## src/rtl/alu_share_arbiter.sv

```systemverilog
// alu_share_arbiter: round-robin share of one 63-bit add/sub ALU across NREQ requesters; ALU_STATS_EN adds op/stall counters.
// Latency accept->rsp_valid is 2 cycles; a stalled response holds, then the issue stage fills, then req_ready drops to 0.
module alu_share_arbiter #(
  parameter int NREQ = 4,
  parameter int IDW  = 2
) (
  input  logic                 clk,
  input  logic                 rst_n,
  input  logic [NREQ-1:0]      req_valid,
  output logic [NREQ-1:0]      req_ready,
  input  logic [NREQ*63-1:0]   req_a,
  input  logic [NREQ*63-1:0]   req_b,
  input  logic [NREQ*4-1:0]    req_op,
  output logic [62:0]          alu_a,
  output logic [62:0]          alu_b,
  output logic [3:0]           alu_opcode,
  input  logic [63:0]          alu_result,
  output logic                 rsp_valid,
  input  logic                 rsp_ready,
  output logic [IDW-1:0]       rsp_id,
  output logic [63:0]          rsp_data
`ifdef ALU_STATS_EN
  ,
  input  logic                 stat_clr,
  output logic [31:0]          stat_ops,
  output logic [31:0]          stat_stall
`endif
);

  typedef struct packed {
    logic [62:0]    a;
    logic [62:0]    b;
    logic [3:0]     op;
    logic [IDW-1:0] id;
  } hdr_t;

  logic           res_free;
  logic           issue_free;
  logic           accept;
  logic           grant_found;
  logic [IDW-1:0] grant_idx;
  hdr_t           grant_hdr;

  hdr_t           issue_q, issue_d;
  logic           issue_v_q, issue_v_d;
  logic [IDW-1:0] rr_ptr_q, rr_ptr_d;
  logic           rsp_valid_q, rsp_valid_d;
  logic [IDW-1:0] rsp_id_q, rsp_id_d;
  logic [63:0]    rsp_data_q, rsp_data_d;

  assign res_free   = !rsp_valid_q || rsp_ready;
  assign issue_free = !issue_v_q || res_free;

  // Two passes give the wrap-around search: indices at/above rr_ptr first, then below it.
  always_comb begin
    grant_found = 1'b0;
    grant_idx   = '0;
    for (int i = 0; i < NREQ; i++) begin
      if (!grant_found && req_valid[i] && (IDW'(i) >= rr_ptr_q)) begin
        grant_found = 1'b1;
        grant_idx   = IDW'(i);
      end
    end
    for (int i = 0; i < NREQ; i++) begin
      if (!grant_found && req_valid[i] && (IDW'(i) < rr_ptr_q)) begin
        grant_found = 1'b1;
        grant_idx   = IDW'(i);
      end
    end
  end

  always_comb begin
    req_ready = '0;
    for (int i = 0; i < NREQ; i++) begin
      req_ready[i] = rst_n && issue_free && grant_found && (grant_idx == IDW'(i));
    end
  end

  assign accept = |(req_valid & req_ready);

  always_comb begin
    grant_hdr = '0;
    for (int i = 0; i < NREQ; i++) begin
      if (grant_idx == IDW'(i)) begin
        grant_hdr.a  = req_a[63*i +: 63];
        grant_hdr.b  = req_b[63*i +: 63];
        grant_hdr.op = req_op[4*i +: 4];
        grant_hdr.id = IDW'(i);
      end
    end
  end

  always_comb begin
    rr_ptr_d = rr_ptr_q;
    if (accept) begin
      rr_ptr_d = (grant_idx == IDW'(NREQ - 1)) ? '0 : grant_idx + IDW'(1);
    end
  end

  always_comb begin
    issue_d   = issue_q;
    issue_v_d = issue_v_q;
    if (accept) begin
      issue_d   = grant_hdr;
      issue_v_d = 1'b1;
    end else if (issue_free) begin
      issue_v_d = 1'b0;
    end
  end

  always_comb begin
    rsp_valid_d = rsp_valid_q;
    rsp_id_d    = rsp_id_q;
    rsp_data_d  = rsp_data_q;
    if (issue_v_q && res_free) begin
      rsp_valid_d = 1'b1;
      rsp_id_d    = issue_q.id;
      rsp_data_d  = alu_result;
    end else if (rsp_ready) begin
      rsp_valid_d = 1'b0;
    end
  end

  always_ff @(posedge clk or negedge rst_n) begin
    if (!rst_n) begin
      issue_q     <= '0;
      issue_v_q   <= 1'b0;
      rr_ptr_q    <= '0;
      rsp_valid_q <= 1'b0;
      rsp_id_q    <= '0;
      rsp_data_q  <= '0;
    end else begin
      issue_q     <= issue_d;
      issue_v_q   <= issue_v_d;
      rr_ptr_q    <= rr_ptr_d;
      rsp_valid_q <= rsp_valid_d;
      rsp_id_q    <= rsp_id_d;
      rsp_data_q  <= rsp_data_d;
    end
  end

  assign alu_a      = issue_q.a;
  assign alu_b      = issue_q.b;
  assign alu_opcode = issue_q.op;
  assign rsp_valid  = rsp_valid_q;
  assign rsp_id     = rsp_id_q;
  assign rsp_data   = rsp_data_q;

`ifdef ALU_STATS_EN
  logic [31:0] stat_ops_q, stat_ops_d;
  logic [31:0] stat_stall_q, stat_stall_d;

  always_comb begin
    stat_ops_d   = stat_ops_q;
    stat_stall_d = stat_stall_q;
    if (stat_clr) begin
      stat_ops_d   = '0;
      stat_stall_d = '0;
    end else begin
      if (rsp_valid_q && rsp_ready) stat_ops_d = stat_ops_q + 32'd1;
      if ((|req_valid) && !accept) stat_stall_d = stat_stall_q + 32'd1;
    end
  end

  always_ff @(posedge clk or negedge rst_n) begin
    if (!rst_n) begin
      stat_ops_q   <= '0;
      stat_stall_q <= '0;
    end else begin
      stat_ops_q   <= stat_ops_d;
      stat_stall_q <= stat_stall_d;
    end
  end

  assign stat_ops   = stat_ops_q;
  assign stat_stall = stat_stall_q;
`endif

endmodule

```

## config.mk

```make
export PLATFORM = sky130hd
export DESIGN_NAME = alu_share_arbiter
export DESIGN_NICKNAME = d
export VERILOG_FILES = /design/src/rtl/alu_share_arbiter.sv
export SDC_FILE = /design/constraint.sdc
export NUM_CORES = 1
export LEC_CHECK = 0
export ABC_AREA = 1
export CORE_AREA = 2 2 305 307
export CTS_BUF_LIST = sky130_fd_sc_hd__clkbuf_16
export DETAILED_ROUTE_END_ITERATION = 10
export DIE_AREA = 0 0 307 309
export PLACE_DENSITY = 0.41
export SYNTH_ARGS = -nofsm -noshare
export SYNTH_HDL_FRONTEND = slang
export SYNTH_SLANG_ARGS = --single-unit
```

## constraint.sdc

```tcl
create_clock -name clk -period 7.47 [get_ports clk]
set_input_delay 0.747 -clock clk [delete_from_list [all_inputs] [get_ports clk]]
set_output_delay 0.747 -clock clk [all_outputs]
set_load 0.02 [all_outputs]
```

==> results.toml <==
[cells_and_area]
postLayoutCoreUtil = 0.228
drive_above_1_share = 0.0637
nets = 2677
area_delta_synth_final_pct = 75.8

[power_and_ir_drop]
p_sw_mw = 3.55
ir_worst_vdd_mv = 0.152
p_int_mw = 4.32
power.leakage_nw = 8.36
p_clk_frac = 0.162
swShare = 0.451
share_seq_of_total_power = 0.245
combPwrFrac = 0.593
powerDensity_nw_per_um2 = 377

[route]
drt-initial-drc-count = 623
drc = 0
ant_nets = 0
viasPerCell = 4.02
wl_per_cell_um = 20.4
dr.pass1.iters = 5
routed_wl_um = 67100
num_vias = 13240

[worst_setup_path]
start_kind = "input port"
cp_common_cell = "inv_1"
cpPeakStageDelay_ns = 0.69
cp_top_family = "buffers and inverters"
r2r_slack_ns = 3.87
cp_cell_sequence = "clkdlybuf4s50_1 > inv_1 > nor2_1 > inv_1 > nand2_1 > o21ai_0 > inv_1 > ha_4 > inv_1 > nor2_1 > clkdlybuf4s50_1"
required_ns = 6.72
r2r-start = "rr_ptr_q[1]$_DFFE_PN0P_"
path_class = "input port to output pin"
critPathCaptureType = "output pin"
r2r-end = "alu_b[12]$_DFFE_PN0P_"
worst-path-buf-inv = 6
worstPathArrival_ns = 3.69
worstRegToRegCells = 14
path_max_fanout = 61
worst_path_max_delay_cell = "ha_4"

[clocking]
cts_resized = 0
post_cts.repair.setup_buffers = 0
cts_hold_buffers = 0
insertion_delay_ns = 0.57
clk_path_buf_depth = 3
root_buffer = "clkbuf_16"
cts_tree = "built"
h-tree-depth = 1
cts.sinks = 202
clk_pin_slew_ns = 0.05
cts_made_buffers = 28

[global_route]
antenna_found_initial = 17
grt_pass1_vias = 13914
grt_pass1_wl_um = 94900
grt_max_degree = 75
grtUsageTotal = 0.133
grt_overflow = 0

[logic_synthesis]
synth_compound_area_frac = 0.197
ys_types = 26
synth_seq_area_share = 0.426
synth_simple_gate_area_frac = 0.180
synthMuxAreaShare = 0.0626
synth_fp_nets = 2089
synth.largest_area_cell = "dfrtp_1"
synth_warnings = 0
synth_top_family_by_area = "compound AO/OA/AOI/OAI gates"
ys_ff_latch = 202
avgSynthCellArea_um2 = 7.94
yosysTopAreaCellShare = 0.426
synth.most_common_cell = "nand2_1"
synth-xor-area-share = 0
synthesis.area_um2 = 11900
synthTopCellsByCount = "538 x nand2_1, 202 x dfrtp_1, 136 x o21ai_0"
synthAdderAreaFrac = 0.00422
synth_edf_count = 0
synthArstFlopShare = 1.00
synth.area.top_cells = "dfrtp_1 43%, nand2_1 17%, buf_4 8.3%"
dominantRegCellSynth = "dfrtp_1"
syn_inst = 1494

[sta]
fin_crit_ns = 4.44
timing.slew.headroom = 0.284
finalCritPeriodShare = 0.594
slew_viol_final = 0
rsz0062_at_grt = "no"
hold_violations = 0
setup_violations = 0
clock_skew_ns = 0.0174
worst_pin_slew_ns = 1.07
max_freq_ghz = 0.225
tns_ns = 0

[job]
maxCapViolations = 0

[placed_design]
portBuffers = 791
place.gp.congestion = 0.827
dpl.hpwl_um = 52100

[floorplan]
dieArea_um2 = 94900
io-pin-count = 792
core_area_um2 = 91400
die_x_um = 307
start_util = 0.130
fp.dieH_um = 309
num_rows = 111

[min_path]
hold_class = "input port to asynchronous set/reset pin"

[run_status]
outcome = "finished, final reports clean"
per-stage QoR:
stage | worst slack [ns] | cells | total power [mW] | cell area (um2) | hold WS [ns]
after CTS | 2.97 | 3288 | 8.06 | 20800 | 0.0877
after global routing | 2.76 | 3290 | 8.45 | 20900 | 0.108
after detailed placement | 2.95 | 3238 | 6.70 | 20000 | 0.465
after global placement | 2.89 | 3238 | 6.69 | 20000 | 0.463
final | 3.03 | 3293 | 7.87 | 20900 | 0.100
after floorplan | 4.59 | 1494 | 4.77 | 11900 | 0.445
cells by family after synthesis:
| family | after synthesis |
|---|---|
| and+or+nand+nor | 557 |
| AOI/OAI and AO/OA | 400 |
| buffers and inverters | 265 |
| DFF | 202 |
| muxes | 66 |
| adders and majority gates | 4 |
power groups by stage:
stage	Combinational, mW	Clock (mW)	Sequential, mW
2_1_floorplan	2.68	0	2.08
3_3_place_gp	4.76	0	1.93
3_5_place_dp	4.76	0	1.94
4_1_cts	4.78	1.35	1.94
5_1_grt	5.07	1.39	2.00
6_report	4.67	1.28	1.93
cell type report:
type,instances,area (um2)
diodes,5,12.5
clock buffers,29,726
clock inverters,21,119
fillers,10069,70500
inverters,15,63.8
multi-input cells,1027,5310
flip-flops and latches,202,5050
well taps,1186,1480
repair buffers,808,8090
worst register-to-register path, cell delays in order, from the launching register on:
cell and delay, ns:
dfrtp_1 0.42, nor2_1 0.17, inv_1 0.07, nand2_1 0.07, a21oi_1 0.05, a22oi_1 0.14, nand2_1 0.18, ha_1 0.36
inv_6 0.44, nand2_4 0.36, buf_4 0.41, o22ai_1 0.50, a31oi_1 0.08, o21ai_0 0.15, nand2_1 0.08
state kept, by name, summed over array words and instances (netlist names):
| signal | cells |
|---|---|
| rsp_data | 64 |
| alu_a | 63 |
| alu_b | 63 |
| alu_opcode | 4 |
| issue_q | 2 |
| rr_ptr_q | 2 |
| rsp_id | 2 |
| issue_v_q | 1 |
| rsp_valid | 1 |
cell usage in the layout, fill, tap and decap left out, drive strengths merged:
cell type	n
clkdlybuf4s50	790
nor2	9
nand4	6
buf	18
clkinv	13
nand3	1
nand2	540
o22ai	129
nor3	1
ha	4
diode	5
clkbuf	29
a22oi	1
o21ai	137
a311oi	1
bufinv	1
dfrtp	202
a31oi	129
mux2	66
a21oi	3
inv	22
metal layers:
| metal | wire length (um) | global-route usage | vias to the layer above |
|---|---|---|---|
| met5 | 132 | 0 | - |
| met4 | 2280 | 0.0457 | 18 |
| met3 | 5370 | 0.0399 | 109 |
| met2 | 33500 | 0.239 | 567 |
| met1 | 25900 | 0.150 | 6337 |
| li1 | - | - | 6209 |
how the worst max path moves through the flow:
stage	from	endpoint	slack (ns)	cells past startpoint
after CTS	req_valid[1]	req_ready[1]	2.97	11
after floorplan	req_valid[1]	req_ready[3]	4.59	9
final	req_valid[1]	req_ready[1]	3.03	11
after global placement	req_valid[1]	alu_b[3]$_DFFE_PN0P_	2.89	13
after detailed placement	req_valid[1]	alu_b[25]$_DFFE_PN0P_	2.95	16
after global routing	req_valid[1]	req_ready[1]	2.76	12
Power figures use the tool's default switching activity.
